**config.mk**
```make
export PLATFORM = sky130hd
export DESIGN_NAME = if_fetch_stage
export DESIGN_NICKNAME = d
export VERILOG_FILES = /design/src/rtl/if_pkg.sv /design/src/rtl/if_fifo.sv /design/src/rtl/if_fetch_stage.sv
export SDC_FILE = /design/constraint.sdc
export NUM_CORES = 1
export LEC_CHECK = 0
export CAP_MARGIN = 20
export CELL_PAD_IN_SITES_DETAIL_PLACEMENT = 0
export CELL_PAD_IN_SITES_GLOBAL_PLACEMENT = 1
export CORE_MARGIN = 2
export CORE_UTILIZATION = 38
export DETAILED_ROUTE_END_ITERATION = 12
export GPL_ROUTABILITY_DRIVEN = 0
export HOLD_SLACK_MARGIN = 0.08
export PLACE_DENSITY = 0.8
export SLEW_MARGIN = 20
export SYNTH_ARGS = -nofsm -noshare
export SYNTH_HDL_FRONTEND = slang
export SYNTH_HIERARCHICAL = 1
export SYNTH_SLANG_ARGS = --single-unit
```
**constraint.sdc**
```tcl
create_clock -name clk -period 3.75 [get_ports clk]
set_clock_uncertainty 0.05 [all_clocks]
set_input_delay 0.5625 -clock clk [delete_from_list [all_inputs] [get_ports clk]]
set_output_delay 0.5625 -clock clk [all_outputs]
set_load 0.1 [all_outputs]
```
**src/rtl/if_pkg.sv**
```systemverilog
// Shared definitions for the instruction-fetch front end: default widths,
// reset PC and the prefetch-buffer entry layout.
package if_pkg;

  localparam int IF_ADDR_W = 8;
  localparam int IF_DATA_W = 32;
  localparam logic [IF_ADDR_W-1:0] IF_RESET_PC = 8'h00;

  typedef struct packed {
    logic [IF_ADDR_W-1:0] pc;
    logic [IF_DATA_W-1:0] instr;
  } fetch_entry_t;

endpackage

```
**src/rtl/if_fifo.sv**
```systemverilog
// Prefetch buffer: synchronous FIFO of fetch entries with flush, occupancy
// count and empty/full flags. Flush wins over push/pop in the same cycle.
module if_fifo
  import if_pkg::*;
#(
  parameter int DEPTH = 2,
  localparam int PTR_W = $clog2(DEPTH),
  localparam int CNT_W = PTR_W + 1
) (
  input  logic               clk,
  input  logic               reset,
  input  logic               flush_i,
  input  logic               push_i,
  input  fetch_entry_t       wdata_i,
  input  logic               pop_i,
  output fetch_entry_t       rdata_o,
  output logic [CNT_W-1:0]   count_o,
  output logic               empty_o,
  output logic               full_o
);

  localparam logic [CNT_W-1:0] DEPTH_C = CNT_W'(DEPTH);

  fetch_entry_t     mem_q [DEPTH];
  logic [PTR_W-1:0] wr_ptr_q, wr_ptr_d;
  logic [PTR_W-1:0] rd_ptr_q, rd_ptr_d;
  logic [CNT_W-1:0] count_q, count_d;

  always_comb begin
    wr_ptr_d = wr_ptr_q;
    rd_ptr_d = rd_ptr_q;
    count_d  = count_q;
    if (flush_i) begin
      wr_ptr_d = '0;
      rd_ptr_d = '0;
      count_d  = '0;
    end else begin
      // Pointers wrap naturally because DEPTH is a power of two.
      if (push_i) wr_ptr_d = wr_ptr_q + 1'b1;
      if (pop_i)  rd_ptr_d = rd_ptr_q + 1'b1;
      count_d = count_q + CNT_W'(push_i) - CNT_W'(pop_i);
    end
  end

  always_ff @(posedge clk or posedge reset) begin
    if (reset) begin
      wr_ptr_q <= '0;
      rd_ptr_q <= '0;
      count_q  <= '0;
    end else begin
      wr_ptr_q <= wr_ptr_d;
      rd_ptr_q <= rd_ptr_d;
      count_q  <= count_d;
    end
  end

  // NOTE: storage has no reset; the count gates visibility, so stale words are never observed.
  always_ff @(posedge clk) begin
    if (push_i && !flush_i) mem_q[wr_ptr_q] <= wdata_i;
  end

  assign rdata_o = mem_q[rd_ptr_q];
  assign count_o = count_q;
  assign empty_o = (count_q == '0);
  assign full_o  = (count_q == DEPTH_C);

  a_no_overflow : assert property (@(posedge clk) disable iff (reset)
    !(push_i && full_o && !pop_i && !flush_i))
    else $fatal(1, "if_fifo: push into full buffer");

  a_no_underflow : assert property (@(posedge clk) disable iff (reset)
    !(pop_i && empty_o))
    else $fatal(1, "if_fifo: pop from empty buffer");

endmodule

```
**src/rtl/if_fetch_stage.sv**
```systemverilog
// Instruction-fetch front end: owns the PC, issues credit-limited requests to a
// 1-cycle instruction memory, buffers responses and handles branch redirects.
module if_fetch_stage
  import if_pkg::*;
#(
  parameter int ADDR_W = IF_ADDR_W,
  parameter int DATA_W = IF_DATA_W,
  parameter int FIFO_DEPTH = 2,
  parameter logic [ADDR_W-1:0] RESET_PC = IF_RESET_PC
) (
  input  logic              clk,
  input  logic              reset,
  output logic              imem_req,
  output logic [ADDR_W-1:0] imem_addr,
  input  logic [DATA_W-1:0] imem_rdata,
  input  logic              redirect_valid,
  input  logic [ADDR_W-1:0] redirect_pc,
  output logic              instr_valid,
  output logic [DATA_W-1:0] instr,
  output logic [ADDR_W-1:0] instr_pc,
  input  logic              instr_ready
);

  localparam int CNT_W = $clog2(FIFO_DEPTH) + 1;
  localparam logic [CNT_W:0] DEPTH_C = (CNT_W + 1)'(FIFO_DEPTH);

  logic [ADDR_W-1:0] fetch_pc_q, fetch_pc_d;
  logic              inflight_q, inflight_d;
  logic [ADDR_W-1:0] inflight_pc_q, inflight_pc_d;

  logic              redirect_en;
  logic              pop;
  logic              push;
  logic              credit_ok;
  logic [CNT_W:0]    committed;
  logic [CNT_W:0]    limit;
  logic [CNT_W-1:0]  fifo_count;
  logic              fifo_empty;
  logic              fifo_full;
  fetch_entry_t      push_entry;
  fetch_entry_t      head_entry;

  assign redirect_en = redirect_valid & ~reset;
  assign pop         = instr_valid & instr_ready;

  // A pop this cycle frees a slot, so it is added to the limit rather than
  // subtracted from the occupancy (keeps the arithmetic unsigned-safe).
  assign committed = {1'b0, fifo_count} + (CNT_W + 1)'(inflight_q);
  assign limit     = DEPTH_C + (CNT_W + 1)'(pop);
  assign credit_ok = committed < limit;

  // A response arriving in a redirect cycle belongs to the wrong path.
  assign push = inflight_q & ~redirect_en;

  // NOTE: every variable below gets a default first, so no latch can be inferred.
  always_comb begin
    imem_req      = credit_ok & ~reset;
    imem_addr     = fetch_pc_q;
    fetch_pc_d    = fetch_pc_q;
    if (redirect_en) begin
      imem_req  = 1'b1;
      imem_addr = redirect_pc;
    end
    if (imem_req) fetch_pc_d = imem_addr + 1'b1;
    inflight_d    = imem_req;
    inflight_pc_d = imem_req ? imem_addr : inflight_pc_q;
  end

  // NOTE: sequential state uses non-blocking assignments only.
  always_ff @(posedge clk or posedge reset) begin
    if (reset) begin
      fetch_pc_q    <= RESET_PC;
      inflight_q    <= 1'b0;
      inflight_pc_q <= '0;
    end else begin
      fetch_pc_q    <= fetch_pc_d;
      inflight_q    <= inflight_d;
      inflight_pc_q <= inflight_pc_d;
    end
  end

  always_comb begin
    push_entry       = '0;
    push_entry.pc    = inflight_pc_q;
    push_entry.instr = imem_rdata;
  end

  if_fifo #(
    .DEPTH (FIFO_DEPTH)
  ) u_fifo (
    .clk     (clk),
    .reset   (reset),
    .flush_i (redirect_en),
    .push_i  (push),
    .wdata_i (push_entry),
    .pop_i   (pop),
    .rdata_o (head_entry),
    .count_o (fifo_count),
    .empty_o (fifo_empty),
    .full_o  (fifo_full)
  );

  // Head fields read as zero whenever nothing valid is presented.
  assign instr_valid = ~fifo_empty;
  assign instr       = instr_valid ? head_entry.instr : '0;
  assign instr_pc    = instr_valid ? head_entry.pc    : '0;

  logic unused_full;
  assign unused_full = fifo_full;

endmodule

```
### After elaboration in Yosys (flattened, before gate mapping)

Memory sizes are Yosys's and may differ from the RTL's.
Cells that the tools add are included.

* memory bits (writable): 80
* input bits: 44
* output and inout port bits: 50
* logic and storage cells: 38
* register bits: 21
* memories kept: 1

Memory list
* u_fifo.mem_q: depth 2, width 40, read ports 1, clocked after memory_dff 0, write ports 1, RTL line if_fifo.sv:24 `fetch_entry_t mem_q [DEPTH];`

* muxes and demuxes: 11
* reduce and logical (&&, ||, !) cells: 5
* $lt $le $gt $ge: 1
* add/subtract/negate cells: 7
* bitwise logic cells: 7

Operators by type and width (number)
* $mux W32: 1
* $mux W8: 2
* $add A8 B1 Y8 const B: 1
* $mux W1: 7
* $and A1 B1 Y1: 4
* $reduce_bool A2 Y1: 2
* $add A2 B1 Y3: 1
* $add A2 B1 Y3 const A: 1
* $lt A3 B3 Y1: 1
* $not A1 Y1: 3
* $add A1 B1 Y1 const B: 2
* $add A2 B1 Y2: 1
* $logic_not A2 Y1: 1
* $mux W2: 1
* $sub A2 B1 Y2: 1
* $logic_and A1 B1 Y1: 1
* $logic_not A1 Y1: 1

### Depth between registers and ports, before layout

* depth after elaboration: 7
* gate-level depth with buffers: 8
* gate-level depth less buffers: 7

### By module

Netlist, hierarchy kept.

Modules (own cells, without submodules)
* if_fifo: seq. area each 2502.4 µm², instances 1, area an instance 3310.7 µm², cells each 145
* if_fetch_stage: seq. area each 425.4 µm², instances 1, area an instance 1263.7 µm², cells each 141

### Worst setup path after synthesis

OpenSTA, ideal clock, no wires.

* path type: input to register
* start point: input port reset
* end point: memory u_fifo/mem_q[0][0] (netlist name) (enable)
* library setup time: 0.495 ns
* cell stages on the path: 5
* buffers on the path: 2
* slack: -0.925 ns
* data required time: 3.205 ns
* data arrival time: 4.129 ns
* cells stage by stage: nand2b_1 buf_6 buf_6 and2_1 nor3b_1

* longest elaborated chain between the ends: 7
* elaborated cells between the ends (all ways): 8
* those cells by class: mux (2); bitwise (4); reduce/logical (2)

RTL lines
* start: declaration: RTL line if_fetch_stage.sv:12 `input logic reset,`
* $not A1 Y1: RTL line if_fetch_stage.sv:43 `assign redirect_en = redirect_valid & ~reset;`
* $and A1 B1 Y1: RTL line if_fetch_stage.sv:43
* $not A1 Y1: RTL line if_fetch_stage.sv:53 `assign push = inflight_q & ~redirect_en;`
* $and A1 B1 Y1: RTL line if_fetch_stage.sv:53
* named net push: RTL line if_fetch_stage.sv:33 `logic push;`
* $logic_and A1 B1 Y1: RTL line if_fifo.sv:59 `if (push_i && !flush_i) mem_q[wr_ptr_q] <= wdata_i;`
* $mux W1: RTL line if_fifo.sv:59
* $mux W1 (not written as such): RTL line if_fifo.sv:59
* end: declaration: RTL line if_fifo.sv:24

The timed path passes the listed nets, and every way through them passes these cells.

### Worst setup path after layout

* start point: register u_fifo.count_q[1] (netlist: u_fifo/count_o[1])
* end point: output port instr_valid

* longest elaborated chain between the ends: 2

RTL lines
* start: declaration: RTL line if_fifo.sv:27 `logic [CNT_W-1:0] count_q, count_d;`
* start signal: assignment: RTL line if_fifo.sv:53 `count_q <= count_d;`
* $logic_not A2 Y1: RTL line if_fifo.sv:64 `assign empty_o = (count_q == '0);`
* named net fifo_empty: RTL line if_fetch_stage.sv:38 `logic fifo_empty;`
* $not A1 Y1: RTL line if_fetch_stage.sv:104 `assign instr_valid = ~fifo_empty;`
* end: declaration: RTL line if_fetch_stage.sv:18 `output logic instr_valid,`

The timed path passes the listed nets, and every way through them passes these cells.

==> impl_metrics.yaml <==
floorplanning:
  rows: 40
  core_area_sq_um: 11900
  die_x_um: 114
  die_area_sq_um: 12900
  start_util_pct: 38.5
  dieHeight_um: 114
  io_pins: 94
sta:
  hold_slack_ns: 0.413
  worst_pin_slew_ns: 0.975
  fmax_mhz: 334
  rsz0062_at_grt: "false"
  post-route-period-util_pct: 79.9
  setup_tns_ns: 0
  setup_violations: 0
  hold_viol_final: 0
  drv_slew: 0
  layout_min_cycle_time_ns: 3.00
  relSlewSlack_pct: 34.8
layout:
  layout-area-overhead-vs-synth_pct: 29.5
  final_core_util_pct: 49.9
  n_antenna_cell: 0
  nFillCells: 1013
  fin_nets: 429
  regArea_sq_um: 2930
  drive_gt1_share_pct: 32.9
  multi_input_area_sq_um: 1470
  design_area_sq_um: 5920
cts:
  post_cts_buffers: 0
  hold_buffers: 0
  clk_latency_ns: 0.33
  cts_root_buffer: "clkbuf_16"
  clk_pin_slew_worst_paths_ns: 0.07
  clock_path_buffers: 2
  post_cts_resized: 0
  cts_tree: "yes"
  h-tree-depth: 3
  numCtsBuffers: 9
  cts_sinks: 101
setup_path:
  cp_data_required_time_ns: 3.14
  path_class: "reg2out"
  worstPathArrival_ns: 2.38
  timing.rr.start: "u_fifo/count_o[0]"
  r2r-end: "inflight_pc_q[2]"
  crit_cells: 4
  endpoint_kind: "output pin"
  cp-start-kind: "register"
  critPathMaxStageDelay_ns: 0.98
  worst-path-max-fanout: 41
  cp_cell_sequence: "nor2_4 > buf_4 > inv_1 > clkdlybuf4s50_1"
  r2r_slack_ns: 1.70
  path_delay_family: "buffers and inverters"
  worstRegToRegCells: 5
  crit_slowest_cell: "clkdlybuf4s50_1"
  cp.buffers_inverters: 3
detailed_routing:
  via_per_inst: 4.67
  drt_wl_total_um: 7620
  dr.pass1.iters: 4
  drc: 0
  drt_iter0_markers: 75
  ant_nets: 0
  vias: 2487
  wl_per_cell_um: 14.3
placement:
  portBuffers: 93
  place_area_sq_um: 5600
  dp_hpwl_um: 5280
synth:
  ys.warnings.count: 6
  syn-num-nets: 333
  syn_area_sq_um: 4570
  avgSynthCellArea_sq_um: 16.0
  synth_cells: 285
global_routing:
  grt_pass1_vias: 2622
  grt_pass1_wl_um: 12500
  grt_max_degree: 42
  grt_antenna_before_repair: 0
  grt-ovfl-total: 0
  track_usage_pct: 12.5
run_status:
  outcome: "finished, final reports clean"
flow_run:
  cap_violations: 0
min_path:
  hp-class: "in2async"
## per-stage QoR
| stage | setup WS, ns | instances |
|---|---|---|
| 6_report | 0.753 | 533 |
| 4_1_cts | 0.482 | 533 |
| 2_1_floorplan | 0.512 | 285 |
| 5_1_grt | 0.637 | 533 |
| 3_5_place_dp | 0.586 | 517 |
| 3_3_place_gp | 0.606 | 517 |
## cells in the final DEF, fill, tap and decap left out, types with 2 or more instances in the layout
| master | n |
|---|---|
| nor2_1 | 3 |
| mux2_2 | 2 |
| ha_1 | 4 |
| nand3_1 | 2 |
| mux2i_4 | 2 |
| o21ai_1 | 2 |
| inv_1 | 12 |
| nor2b_1 | 41 |
| buf_12 | 10 |
| clkbuf_8 | 2 |
| mux2i_1 | 6 |
| clkdlybuf4s50_1 | 44 |
| edfxtp_1 | 80 |
| clkbuf_16 | 10 |
| dfrtp_1 | 20 |
| mux2_4 | 43 |
| xnor2_1 | 7 |
| nand4_1 | 3 |
| buf_4 | 45 |
| nand2_1 | 16 |
| o21ai_0 | 9 |
| clkinvlp_4 | 2 |
## metal layers
layer	wire, um	GRT usage, %	vias to the layer above
met5	0	0	-
met4	153	6.18	0
met3	401	3.03	13
met2	3870	21.5	59
met1	3190	14.8	1211
li1	-	-	1204
## sequential cells by signal (all words and copies together) (netlist names)
register	cells
u_fifo/mem_q	80
fetch_pc_q	8
inflight_pc_q	8
u_fifo/count_o	2
inflight_q	1
u_fifo/rd_ptr_q	1
u_fifo/wr_ptr_q	1
## worst max path at each step
stage | start | endpoint
3_3_place_gp | instr_ready | imem_req
3_5_place_dp | instr_ready | imem_req
2_1_floorplan | reset | u_fifo/mem_q[0][0]
4_1_cts | u_fifo/count_o[0] | imem_req
6_report | u_fifo/count_o[1] | instr_valid
5_1_grt | u_fifo/count_o[1] | instr_valid
## area by class of cell
cell class	instances	share of cell area, %
Inverter	13	0.825
Sequential cell	101	49.5
Clock inverter	4	0.486
Clock buffer	12	4.69
Multi-Input combinational cell	157	24.8
Timing Repair Buffer	99	16.5
Tap cell	147	3.11
Power is left out: the tool's default activity adds up to more than one toggle a clock period on the data nets, which glitch-free logic cannot reach.
